<file path="src/rtl/a_coef_pkg.sv">
// rtl/a_coef_pkg.sv - shared sizes, FSM state type and helpers for the coefficient bank
package a_coef_pkg;

    localparam int COEF_W = 7;
    localparam int ROWS   = 8;
    localparam int COLS   = 4;
    localparam int WORDS  = 16;

    typedef enum logic [1:0] {
        IDLE  = 2'd0,
        LOAD  = 2'd1,
        READY = 2'd2,
        ERROR = 2'd3
    } state_t;

    // Number of packed words already written; range 0..16 needs 5 bits.
    function automatic logic [4:0] popcnt16(input logic [WORDS-1:0] m);
        logic [4:0] cnt;
        cnt = '0;
        for (int i = 0; i < WORDS; i++) begin
            cnt = cnt + {4'd0, m[i]};
        end
        return cnt;
    endfunction

endpackage

</file>
<file path="src/rtl/a_coef_regfile.sv">
// rtl/a_coef_regfile.sv - coefficient storage: paired-row write port, registered read port
//
// Ports:
//   clk, rst                     clock, async active-high reset (clears storage and rd_data)
//   wr_en                        write both entries this cycle
//   wr_row_even, wr_col          even row index (odd row is the next one) and column
//   wr_even, wr_odd              coefficient for the even / odd row
//   rd_en, rd_row, rd_col        read request; rd_data updates on the next edge, holds otherwise
//   rd_data                      registered read data
module a_coef_regfile #(
    parameter int COEF_W = 7,
    parameter int ROWS   = 8,
    parameter int COLS   = 4,
    parameter int RW     = $clog2(ROWS),
    parameter int CW     = $clog2(COLS)
) (
    input  logic              clk,
    input  logic              rst,
    input  logic              wr_en,
    input  logic [RW-1:0]     wr_row_even,
    input  logic [CW-1:0]     wr_col,
    input  logic [COEF_W-1:0] wr_even,
    input  logic [COEF_W-1:0] wr_odd,
    input  logic              rd_en,
    input  logic [RW-1:0]     rd_row,
    input  logic [CW-1:0]     rd_col,
    output logic [COEF_W-1:0] rd_data
);

    logic [COEF_W-1:0] mem [ROWS][COLS];
    logic [RW-1:0]     wr_row_odd;

    assign wr_row_odd = {wr_row_even[RW-1:1], 1'b1};

    always_ff @(posedge clk or posedge rst) begin
        if (rst) begin
            for (int r = 0; r < ROWS; r++) begin
                for (int c = 0; c < COLS; c++) begin
                    mem[r][c] <= '0;
                end
            end
        end else if (wr_en) begin
            mem[wr_row_even][wr_col] <= wr_even;
            mem[wr_row_odd][wr_col]  <= wr_odd;
        end
    end

    always_ff @(posedge clk or posedge rst) begin
        if (rst) begin
            rd_data <= '0;
        end else if (rd_en) begin
            rd_data <= mem[rd_row][rd_col];
        end
    end

endmodule

</file>
<file path="src/rtl/a_coef_bank.sv">
// rtl/a_coef_bank.sv - coefficient bank: tracked packed-word load, then latency-1 reads
//
// Ports:
//   clk, rst                 clock, async active-high reset
//   wr_valid/wr_addr/wr_data packed write: col=wr_addr[3:2], k=wr_addr[1:0],
//                            wr_data upper half -> row 2k, lower half -> row 2k+1
//   load_done                loader finished (level), evaluated only while loading
//   reload                   one-cycle pulse: back to IDLE, mask and word_cnt cleared
//   rd_req/rd_row/rd_col     read request, honoured only in READY
//   rd_valid/rd_data         read response one cycle after the request
//   bank_ready, load_err     registered status: in READY / in ERROR
//   word_cnt                 number of distinct words written in the current load
//   checksum                 only with A_COEF_CHECKSUM_EN: 16-bit sum of accepted wr_data
module a_coef_bank #(
    parameter int COEF_W = a_coef_pkg::COEF_W,
    parameter int ROWS   = a_coef_pkg::ROWS,
    parameter int COLS   = a_coef_pkg::COLS
) (
    input  logic                clk,
    input  logic                rst,
    input  logic                wr_valid,
    input  logic [3:0]          wr_addr,
    input  logic [2*COEF_W-1:0] wr_data,
    input  logic                load_done,
    input  logic                reload,
    input  logic                rd_req,
    input  logic [2:0]          rd_row,
    input  logic [1:0]          rd_col,
    output logic                rd_valid,
    output logic [COEF_W-1:0]   rd_data,
    output logic                bank_ready,
    output logic                load_err,
    output logic [4:0]          word_cnt
`ifdef A_COEF_CHECKSUM_EN
    ,
    output logic [15:0]         checksum
`endif
);

    import a_coef_pkg::*;

    state_t           state, state_next;
    logic [WORDS-1:0] mask, mask_next;
    logic             accept_wr;
    logic             rd_en;

    // Writes count only while a load can still be in progress; reload drops them.
    assign accept_wr = wr_valid && !reload && (state == IDLE || state == LOAD);
    assign mask_next = accept_wr ? (mask | (WORDS'(1) << wr_addr)) : mask;
    assign rd_en     = rd_req && !reload && (state == READY);

    // The full-mask check uses mask_next so a write landing with load_done counts.
    always_comb begin
        state_next = state;
        case (state)
            IDLE:    if (wr_valid) state_next = LOAD;
            LOAD:    if (load_done) state_next = (&mask_next) ? READY : ERROR;
            default: ;
        endcase
        if (reload) state_next = IDLE;
    end

    always_ff @(posedge clk or posedge rst) begin
        if (rst) begin
            state      <= IDLE;
            mask       <= '0;
            word_cnt   <= '0;
            bank_ready <= 1'b0;
            load_err   <= 1'b0;
            rd_valid   <= 1'b0;
        end else begin
            state      <= state_next;
            // Status flags are decoded from the next state so they track state exactly.
            bank_ready <= (state_next == READY);
            load_err   <= (state_next == ERROR);
            rd_valid   <= rd_en;
            if (reload) begin
                mask     <= '0;
                word_cnt <= '0;
            end else begin
                mask     <= mask_next;
                word_cnt <= popcnt16(mask_next);
            end
        end
    end

`ifdef A_COEF_CHECKSUM_EN
    always_ff @(posedge clk or posedge rst) begin
        if (rst) begin
            checksum <= '0;
        end else if (reload) begin
            checksum <= '0;
        end else if (accept_wr) begin
            checksum <= checksum + 16'(wr_data);
        end
    end
`endif

    a_coef_regfile #(
        .COEF_W (COEF_W),
        .ROWS   (ROWS),
        .COLS   (COLS)
    ) u_regfile (
        .clk         (clk),
        .rst         (rst),
        .wr_en       (accept_wr),
        .wr_row_even ({wr_addr[1:0], 1'b0}),
        .wr_col      (wr_addr[3:2]),
        .wr_even     (wr_data[2*COEF_W-1:COEF_W]),
        .wr_odd      (wr_data[COEF_W-1:0]),
        .rd_en       (rd_en),
        .rd_row      (rd_row),
        .rd_col      (rd_col),
        .rd_data     (rd_data)
    );

endmodule

</file>
<file path="config.mk">
export PLATFORM = sky130hd
export DESIGN_NAME = a_coef_bank
export DESIGN_NICKNAME = d
export VERILOG_FILES = /design/src/rtl/a_coef_pkg.sv /design/src/rtl/a_coef_regfile.sv /design/src/rtl/a_coef_bank.sv
export SDC_FILE = /design/constraint.sdc
export NUM_CORES = 1
export LEC_CHECK = 0
export ABC_AREA = 1
export CAP_MARGIN = 10
export CORE_UTILIZATION = 50
export DETAILED_ROUTE_END_ITERATION = 7
export PLACE_DENSITY = 0.67
export SLEW_MARGIN = 30
export SYNTH_ARGS = -nofsm -noshare
export SYNTH_HDL_FRONTEND = slang
export SYNTH_SLANG_ARGS = --single-unit
</file>
<file path="constraint.sdc">
create_clock -name clk -period 20.1 [get_ports clk]
set_input_delay 5.025 -clock clk [delete_from_list [all_inputs] [get_ports clk]]
set_output_delay 5.025 -clock clk [all_outputs]
set_load 0.01 [all_outputs]
</file>
==> results of run 1 <==
final timing paths:
| kind | slack, ns | from | endpoint |
|---|---|---|---|
| setup / recovery | 10.08 | reload | word_cnt[2] |
| hold / removal | 0.48 | u_regfile.rd_data[1] | u_regfile.rd_data[1] |
| setup reg to reg | 15.15 | state[1] | word_cnt[2] |
| hold reg to reg | 0.48 | u_regfile.rd_data[1] | u_regfile.rd_data[1] |
| max in group asynchronous | 13.81 | rst | u_regfile.mem[185] |
| min in group asynchronous | 4.98 | rst | u_regfile.mem[140] |
registers in the layout, summed over array words and instances (netlist names):
name / cells
u_regfile.rd_data: 7
bank_ready: 1
load_err: 1
state: 2
mask: 16
word_cnt: 5
rd_valid: 1
u_regfile.mem: 224
layer usage:
metal	vias up	track usage, %
li1	4739	-
met1	4807	39.9
met4	0	8.40
met2	376	44.4
met3	54	4.07
met5	-	0
metrics by stage:
stage	cell area, sq um	total power (uW)	util (%)	setup WS (ns)
floorplan	12000	791	-	8.00
CTS	13300	1410	56.9	10.03
detailed placement	12300	856	52.6	9.50
global placement	12300	848	52.6	9.37
global route	13400	1470	56.9	9.73
finish	13400	1400	56.9	10.08
worst max-delay path, delay by kind of cell:
family,cells,cell delay [ns]
fa+ha+maj,6,2.49
buf+inv,6,1.54
simple gates,3,1.18
compound gates,2,0.22
cell type report:
cell class | count | share of cell area [%]
flip-flops and latches | 257 | 48.1
multi-input cells | 1059 | 35.8
clock buffers | 40 | 6.27
repair buffers | 53 | 3.76
well taps | 319 | 2.99
inverters | 64 | 1.90
clock inverters | 7 | 1.20
cells by family (layout without fill, tap and decap cells):
group | Yosys count | count (layout) | synth area share [%]
AOI/OAI and AO/OA | 246 | 246 | 10.3
buffers and inverters | 173 | 164 | 6.29
adders and majority gates | 16 | 16 | 2.30
DFF | 257 | 257 | 53.8
and+or+nand+nor | 797 | 797 | 27.3
power groups by stage:
| stage | registers [uW] | clock network, uW | logic, uW |
|---|---|---|---|
| after detailed placement | 659 | 0 | 197 |
| after CTS | 651 | 558 | 198 |
| final | 652 | 553 | 197 |
| after global placement | 657 | 0 | 190 |
| after floorplan | 651 | 0 | 140 |
| after global routing | 662 | 579 | 228 |
layout by cell type, fill, tap and decap left out:
cell type,n
fa_1,10
a21oi_1,17
a211oi_1,1
clkinv_8,1
o21ai_1,1
ha_1,6
nand3_2,1
nand4_1,2
nand3_1,192
buf_6,1
clkbuf_1,4
nor3_1,2
clkinv_1,1
nor2_4,1
bufinv_16,5
nand2_1,563
buf_4,10
nor2_2,3
dfrtp_1,257
clkinv_2,3
clkdlybuf4s50_1,41
buf_2,1
clkbuf_8,7
inv_2,5
inv_1,56
o21ai_0,227
nor2_1,30
nand2_2,3
clkbuf_16,29
==> key figures, run 1 <==
Logic synthesis
  – Synth Register Bits: 257
  – Mapped Nets: 1,534
  – Count of flip-flops with a built-in enable after synthesis: 0
  – Most frequent cell after synthesis: nand2_1
  – Mapped Cells: 1,489
  – Syn avg cell area: 8.03 sq um
  – Synth Flop Type: dfrtp_1
  – Synth top area share: 53.8%
  – Area of the mapped netlist: 12,000 sq um
  – Post-synth top cells: 565 x nand2_1, 257 x dfrtp_1, 227 x o21ai_0, 193 x nand3_1, 59 x inv_1
  – Sequential fraction of the synthesis area: 53.8%
  – Synth cell types: 23
  – Asr flop ratio synth: 100%
  – Synth warn: 0
  – Synth top area cells: dfrtp_1 54%, nand2_1 18%, o21ai_0 9.5%
  – Yosys top cell by area: dfrtp_1

Critical path
  – Critical Path RT: 20.56 ns
  – Critical path data arrival time: 10.47 ns
  – Worst path most repeated cell: fa_1
  – Slowest-stage cell, CP: clkdlybuf4s50_1
  – Register-to-Register Path Depth: 18
  – Critical path launch point type: input port
  – Worst-path cell chain: clkdlybuf4s50_1, nor2_4, nand4_1, buf_6, nand2_1, fa_1, fa_1, inv_1, fa_1, fa_1, inv_1, ha_1, inv_1, fa_1, inv_1, o21ai_0, a21oi_1
  – Crit path capture type: flip-flop
  – Critical Setup Path Class: input port to flip-flop
  – Largest stage delay, worst path: 0.89 ns
  – Max FO, Critical Path: 23

Finish
  – Nets: 1,508
  – Antenna Cells: 0
  – Post-Layout Cell Count: 1,799
  – Layout cells sized above 1: 4.73%
  – Area of the multi-input gates: 4780 sq um
  – FF+latch area: 6430 sq um
  – Fillers: 2,137
  – Area Growth Syn to Fin: 11.8%

Floorplan
  – Die Y: 157 um
  – Die width: 157 um
  – Row cnt: 56
  – Initial Util: 50.9%
  – Placeable Area: 23,500 sq um
  – Die area: 24,500 sq um
  – Top-Level Pins: 44

Timing
  – # setup viols final: 0
  – Worst Tran Pin Value: 0.974 ns
  – Fmax: 0.0998 GHz
  – Hold_ws: 0.478 ns
  – Final critical-path share of the clock period: 49.8%
  – Skew final: 0.0105 ns
  – Fin Setup TNS: 0 ns
  – RSZ-0062 raised after global routing: false
  – Crit path time final: 10.02 ns
  – Slew Viols, Final: 0
  – Max-Slew Margin vs Limit: 35.1%
  – Final hold violation count: 0

Power and ir drop
  – Clock Power Share: 39.5%
  – Net Sw Frac: 26.5%
  – Worst IR drop on VDD: 0.0557 mV
  – Net Sw Power: 371 uW
  – PD cells: 105 nW/um^2
  – Int Power: 1030 uW
  – Total leakage power: 0.00638 uW
  – Comb pwr share: 14.0%
  – Reg power frac: 46.5%

Run status
  – Status: complete, no violations

Hold path
  – Min-Delay Path Class: flip-flop to flip-flop
  – Hold Path Stages: 2

Detailed routing
  – Max layer used: met4
  – First DRT Iteration DRCs: 1,026
  – DR WL met3: 2.40 mm
  – Routed vias/inst: 5.55
  – Metal-1 WL: 14.7 mm
  – Drt first pass iters: 5
  – Routed Antenna Nets: 0
  – Vias: 9,976
  – Drt wl/cell: 18.2 um
  – DR DRC count: 0
  – Total Wirelength: 32.7 mm
  – Met2 wire len: 14.8 mm

GRT
  – First-pass GRT wire length: 52.6 mm
  – Largest net degree at the start of global routing: 147
  – Initial antenna violation count: 0
  – Grt total ovfl: 0
  – Vias in the first global route: 9,494
  – GRT Overall Usage: 28.0%

Clock network
  – Post-CTS Setup Bufs: 0
  – Post_cts resized: 0
  – Max Buffers Root-to-Sink: 3
  – H-tree Lvls: 1
  – TritonCTS buffer count: 28
  – Clock sink total: 257
  – CTS root buf: clkbuf_16
  – Cts hold-fix bufs: 0
  – Worst-Skew Late Latency: 0.54 ns
  – Clk slew on worst S/H paths: 0.06 ns
  – CTS tree: done

Placed design
  – Routability cong.: 0.891
  – DPL Wire Length: 19.2 mm
  – Placed cell count: 1,752
  – IO Port Bufs: 43

Job
  – Max_cap viols: 0
(Power assumes the default switching activity.)
==> inputs of run 2 (changes only) <==
--- a/config.mk
+++ b/config.mk
@@ -9,7 +9,7 @@
 export CAP_MARGIN = 10
 export CORE_UTILIZATION = 50
 export DETAILED_ROUTE_END_ITERATION = 7
-export PLACE_DENSITY = 0.67
+export PLACE_DENSITY = 0.7
 export SLEW_MARGIN = 30
 export SYNTH_ARGS = -nofsm -noshare
 export SYNTH_HDL_FRONTEND = slang
==> constraint.sdc (replaced) <==
create_clock -name clk -period 8.2 [get_ports clk]
set_input_delay 2.05 -clock clk [delete_from_list [all_inputs] [get_ports clk]]
set_output_delay 2.05 -clock clk [all_outputs]
set_load 0.01 [all_outputs]
==> run 2 against run 1 <==
Compared with the run above: non-clock buffer count increased by 9; register-to-register slack lost 11 ns; critical path depth is 1 higher; utilization up 0.28 points; final cell count increased by 0.72%; count of clock-buffer cells in the layout shrank 1; worst setup slack worse by 8.0 ns.
==> key figures, run 2 (same netlist as run 1, synthesis figures left out) <==
Timing
  – Skew final: 0.00965 ns (-0.000871 ns)
  – Crit path time final: 6.10 ns
  – Final critical-path share of the clock period: 74.5%
  – Fin Setup TNS: 0 ns (unchanged)
  – Max-Slew Margin vs Limit: 37.5% (+2.4 points)
  – Worst Tran Pin Value: 0.935 ns (-0.0385 ns)
  – Slew Viols, Final: 0 (unchanged)
  – Final hold violation count: 0 (unchanged)
  – RSZ-0062 raised after global routing: false
  – Fmax: 0.164 GHz
  – # setup viols final: 0 (unchanged)

Floorplan
  – Row cnt: 56 (unchanged)
  – Die Y: 157 um (unchanged)
  – Die width: 157 um (unchanged)
  – Die area: 24,500 sq um (unchanged)
  – Initial Util: 50.9% (unchanged)
  – Top-Level Pins: 44 (unchanged)
  – Placeable Area: 23,500 sq um (unchanged)

Clock network
  – Clock sink total: 257 (unchanged)
  – Worst-Skew Late Latency: 0.54 ns (about the same)
  – Post-CTS Setup Bufs: 0 (unchanged)
  – CTS tree: done
  – Post_cts resized: 0 (unchanged)
  – H-tree Lvls: 1 (unchanged)
  – CTS root buf: clkbuf_16
  – Clk slew on worst S/H paths: 0.06 ns (about the same)
  – TritonCTS buffer count: 28 (unchanged)
  – Max Buffers Root-to-Sink: 3 (unchanged)
  – Cts hold-fix bufs: 0 (unchanged)

Placed design
  – DPL Wire Length: 17.8 mm (-7.3%)
  – Routability cong.: 0.945 (+6.0%)
  – Placed Area: 12,400 sq um (+0.67%)
  – IO Port Bufs: 43 (unchanged)

Finish
  – Nets: 1,517 (+0.60%)
  – Antenna Cells: 0 (unchanged)
  – Commonest non-fill, non-tap cells in the layout: 564 x nand2_1, 257 x dfrtp_1, 227 x o21ai_0
  – Max reg flops: 224 (unchanged)
  – Fillers: 2,150 (+0.61%)
  – Largest registers: u_regfile.mem x224, mask x16, u_regfile.rd_data x7
  – FF+latch area: 6430 sq um (unchanged)
  – Commonest non-fill, non-tap cell in the layout: nand2_1
  – Layout cells sized above 1: 5.49% (+0.76 points)
  – Largest Register: u_regfile.mem
  – Area of the multi-input gates: 4780 sq um (about the same)
  – Fin area: 13,400 sq um (+0.50%)
  – Area Growth Syn to Fin: 12.4%

GRT
  – Met2 usage: 42.8% (-1.6 points)
  – GRT Max-Usage Layer: met2
  – Grt total ovfl: 0 (unchanged)
  – Met1 usage: 37.5% (-2.4 points)
  – Initial antenna violation count: 0 (unchanged)
  – GRT Overall Usage: 26.5% (-1.5 points)
  – First-pass GRT wire length: 50.6 mm (-3.7%)
  – Met3 Use GR: 3.10% (-0.97 points)
  – Largest net degree at the start of global routing: 139 (-5.4%)
  – Vias in the first global route: 9,437 (-0.60%)

Detailed routing
  – DR DRC count: 0 (unchanged)
  – Routed vias/inst: 5.48 (-1.1%)
  – Total Wirelength: 30.9 mm (-5.4%)
  – Drt wl/cell: 17.0 um (-6.1%)
  – Drt first pass iters: 5 (unchanged)
  – First DRT Iteration DRCs: 744 (-27%)
  – Routed Antenna Nets: 0 (unchanged)
  – Vias: 9,935 (-0.41%)

Critical path
  – Critical path launch point type: input port
  – Worst path most repeated cell: fa_1
  – Worst-path cell chain: clkdlybuf4s50_1, buf_4, nor2_4, nand2_1, buf_4, nand2_1, fa_1, fa_1, inv_1, fa_1, fa_1, inv_1, ha_1, inv_1, fa_1, inv_1, a21oi_1, nor3_1
  – Slowest-stage cell, CP: fa_1
  – Critical Path RT: 8.66 ns (-11.90 ns)
  – Max FO, Critical Path: 30 (+30%)
  – Critical path data arrival time: 6.56 ns (-3.91 ns)
  – Critical Setup Path Class: input port to flip-flop
  – Reg2reg setup slack: 3.71 ns (-11.44 ns)
  – Largest stage delay, worst path: 0.55 ns (-0.34 ns)
  – Crit path capture type: flip-flop

Run status
  – Status: complete, no violations

Power and ir drop
  – Net Sw Power: 903 uW (+140%)
  – Int Power: 2490 uW (+140%)
  – PD cells: 253 nW/um^2 (+140%)
  – Worst IR drop on VDD: 0.130 mV (+130%)
  – Reg power frac: 47.2% (+0.7 points)
  – Clock Power Share: 38.9% (-0.6 points)
  – Total leakage power: 0.00642 uW (+0.61%)
  – Net Sw Frac: 26.6% (+0.17 points)
  – Comb pwr share: 13.9% (about the same)

Hold path
  – Min-Delay Path Class: flip-flop to flip-flop

Job
  – Max_cap viols: 0 (unchanged)
==> run 2: cell count changes in the layout (fill, tap and decap cells not counted), sizes merged <==
cell | previous run | this run
buf | 12 | 21
bufinv | 5 | 4
clkbuf | 40 | 39
clkinv | 5 | 10
clkinvlp | 0 | 1
==> run 2: critical path: cells and delay by family <==
| family | cells | cell delay (ns) |
|---|---|---|
| buf+inv | 7 | 1.29 |
| fa+ha+maj | 6 | 2.65 |
| compound gates | 1 | 0.07 |
| simple gates | 4 | 0.51 |
==> run 2: layout make-up <==
cell class              count  share of cell area [%]
flip-flops and latches    257                    47.9
inverters                  64                    1.83
clock buffers              39                    6.06
clock inverters            12                    1.19
well taps                 319                    2.97
repair buffers             62                    4.45
multi-input cells        1059                    35.6
==> run 2: worst paths after layout <==
kind | from | end | depth (start not counted)
worst max-delay path | reload | word_cnt[4] | 18
worst min-delay path | u_regfile.rd_data[2] | u_regfile.rd_data[2] | 2
worst max register to register | state[1] | word_cnt[4] | 18
worst min register to register | u_regfile.rd_data[2] | u_regfile.rd_data[2] | 2
max in group asynchronous | rst | u_regfile.mem[63] | 4
min in group asynchronous | rst | u_regfile.mem[198] | 2
==> run 2: power by group through the flow <==
stage / Clock (uW) / Sequential, uW / Combinational (uW)
6_report: 1320 / 1600 / 470
3_3_place_gp: 0 / 1610 / 457
3_5_place_dp: 0 / 1610 / 471
2_1_floorplan: 0 / 1600 / 343
5_1_grt: 1390 / 1620 / 552
4_1_cts: 1340 / 1600 / 475
==> run 2: per-layer routing <==
layer  vias to the layer above  wire length [um]
li1                       4758                 -
met1                      4796             14100
met2                       320             14300
met3                        61              1840
met4                         0               694
met5                         -                 0
==> run 2: metrics by stage <==
stage	total power [uW]	util, %	std cells	hold slack [ns]	setup slack, ns
final	3390	57.2	1812	0.479	2.10
after global routing	3570	57.2	1812	0.493	1.83
after CTS	3410	57.1	1811	0.482	2.09
after detailed placement	2090	53.0	1760	0.466	1.57
after global placement	2070	52.9	1760	0.464	1.64
after floorplan	1940	-	1489	0.453	2.51
==> RTL change: new RTL, flow settings as in run 1 <==
Add a define of `A_COEF_CHECKSUM_EN`.
--- a/src/rtl/a_coef_bank.sv
+++ b/src/rtl/a_coef_bank.sv
@@ -11,6 +11,8 @@
 //   bank_ready, load_err     registered status: in READY / in ERROR
 //   word_cnt                 number of distinct words written in the current load
 //   checksum                 only with A_COEF_CHECKSUM_EN: 16-bit sum of accepted wr_data
+`define A_COEF_CHECKSUM_EN
+
 module a_coef_bank #(
     parameter int COEF_W = a_coef_pkg::COEF_W,
     parameter int ROWS   = a_coef_pkg::ROWS,
New outputs: checksum. Function: not settled (the Yosys comparison gave no result); the edit may change what the design does.
==> RTL change against run 1 <==
- global-route usage down 0.75 points
- total power up 4.6%
- sequential cell count up 16
- largest cell class unchanged
- cell area up 11%
- setup slack better by 0.12 ns
- core utilization about the same
- count of clock-buffer cells in the layout up 3
- clock skew up 0.0037 ns
- wire length up 8.9%
- largest power group unchanged
- synthesized area up 11%
- die area up 10%
==> RTL change: results (changes against run 1) <==
| Metric | Value |
|---|---|
| Top flop regs | u_regfile.mem x224, checksum x16, mask x16 |
| Classification of the worst-slack hold path | reg -> reg |
| Drt wl/cell | 17.6 um (-2.9%) |
| Total of warnings raised by yosys | 0 (unchanged) |
| Max Transition Viols Final | 0 (unchanged) |
| Worst path arrival time | 10.31 ns (-0.16 ns) |
| Clock latency reported for the late side of the worst-skew pair | 0.55 ns |
| First-pass GRT wire length | 56.9 mm (+8.3%) |
| Number of violations reported at the end of detailed-routing iteration 0 | 976 (-4.9%) |
| Maximum number of pins on one net before global-route repair | 142 (-3.4%) |
| Setup slack on the worst flop-to-flop path | 14.73 ns (-0.42 ns) |
| Number of buffers on the longest clock path | 3 (unchanged) |
| Clock slew seen by the registers of the worst setup and hold paths | 0.06 ns (about the same) |
| Final clock skew | 0.0142 ns (+0.00369 ns) |
| Initial antenna violation count | 1 (+1) |
| # fillers | 2450 (+15%) |
| Top cells by area, synth | dfrtp_1 52%, nand2_1 18%, o21ai_0 9.2% |
| Largest fanout of any net on the critical path | 30 (+30%) |
| Peak supply drop | 82.2 uV (+48%) |
| Post_cts resized | 0 (unchanged) |
| Root Buffer Master | clkbuf_16 |
| Worst-case hold path end point | u_regfile.rd_data[3]$_DFFE_PP0P_ |
| Fraction of layout instances using a drive strength above 1 | 0.0458 (-0.00155) |
| Aggregate global-route resource usage | 0.272 (-0.00749) |
| Critical register-to-register path endpoint | word_cnt[4]$_DFF_PP0_ |
| Most instantiated flip-flop cell in the synthesis netlist | dfrtp_1 |
| Clock buffer count from CTS | 29 (+3.6%) |
| Quantity of I/O buffers inserted on ports | 59 (+37%) |
| Placed wire-length estimate | 21.7 mm (+13%) |
| Proportion of total power due to net switching | 0.284 (+0.0190) |
| Synth unique cells | 31 (+35%) |
| Outcome | completed |
| HP Start | u_regfile.rd_data[3]$_DFFE_PP0P_ |
| Relative slew slack | 0.367 (+0.0157) |
| First-pass DRT Iterations | 5 (unchanged) |
| Fraction of synthesis flops using an asynchronous set or reset pin | 1.00 (unchanged) |
| Sequential cell area fraction in the yosys report | 0.517 (-0.0210) |
| Post-synth top cells | 630 x nand2_1, 273 x dfrtp_1, 242 x o21ai_0, 206 x nand3_1, 65 x inv_1 |
| Syn Nets | 1733 (+13%) |
| Buffer count from post-CTS setup fixing | 0 (unchanged) |
| Count of H-tree levels built during CTS | 1 (unchanged) |
| Leakage power | 0.00712 uW (+12%) |
| Worst hold path depth | 2 (unchanged) |
| Global placement routability congestion | 0.897 (+0.65%) |
| Depth of the worst register-to-register path | 15 (-3) |
| Number of antenna diodes | 0 (unchanged) |
| Launch instance of the worst register-to-register path | state[1]$_DFF_PP0_ |
| Count of vias placed by the detailed router | 11200 (+12%) |
==> RTL change: how the worst max path moves through the flow <==
stage | depth (start not counted) | startpoint | end | slack [ns]
3_3_place_gp | 14 | reload | word_cnt[4]$_DFF_PP0_ | 9.06
3_5_place_dp | 14 | reload | word_cnt[4]$_DFF_PP0_ | 8.94
6_report | 15 | wr_valid | word_cnt[4]$_DFF_PP0_ | 10.20
2_1_floorplan | 1 | rst | bank_ready$_DFF_PP0_ | 7.55
4_1_cts | 14 | reload | word_cnt[4]$_DFF_PP0_ | 9.50
5_1_grt | 15 | wr_valid | word_cnt[2]$_DFF_PP0_ | 9.74
==> RTL change: metal layers <==
layer | global-route usage | wire [um]
met2 | 0.447 | 16800
met5 | 0 | 0
met3 | 0.0477 | 2460
met1 | 0.372 | 15500
met4 | 0.0751 | 828
==> RTL change: power groups by stage <==
stage / logic [uW] / clock network (uW) / registers, uW
floorplan: 167 / 0 / 692
global placement: 235 / 0 / 697
detailed placement: 241 / 0 / 699
CTS: 242 / 542 / 690
global route: 278 / 564 / 702
finish: 241 / 535 / 691
==> RTL change: cell families (layout without fill, tap and decap cells) <==
kind of cell,Yosys count,count (layout),synth area share
flip-flops,273,273,0.517
buffers and inverters,180,190,0.0558
AO/OA/AOI/OAI,286,286,0.110
AND/OR/NAND/NOR,903,903,0.281
adder cells (fa/ha/maj),31,31,0.0356
==> RTL change: through the flow <==
stage	hold slack, ns	setup WS [ns]	cells	area (um2)
after floorplan	0.453	7.55	1673	13200
after global placement	0.465	9.06	1964	13800
after detailed placement	0.472	8.94	1964	13800
after CTS	0.487	9.50	2016	14800
after global routing	0.498	9.74	2018	14800
final	0.481	10.20	2018	14800
==> RTL change: final cells by class <==
cell class / count / area [um2] / share of cell area
tap: 335 / 419 / 0.0283
multi-input combinational: 1220 / 5650 / 0.382
timing repair buffer: 68 / 662 / 0.0448
sequential: 273 / 6830 / 0.462
inverter: 70 / 277 / 0.0187
clock buffer: 43 / 848 / 0.0574
clock inverter: 9 / 97.6 / 0.00660
==> RTL change: worst max-delay path, cell delays in order <==
cell and delay [ns]:
clkdlybuf4s50_1 0.55, nand2_2 0.11, nor2_4 0.49, nand3_1 0.81, nand2_1 0.36, fa_1 0.48
fa_1 0.52, inv_1 0.05, fa_1 0.50, inv_1 0.06, fa_1 0.47, ha_1 0.24
fa_1 0.40, a21oi_1 0.17, nor3_1 0.06
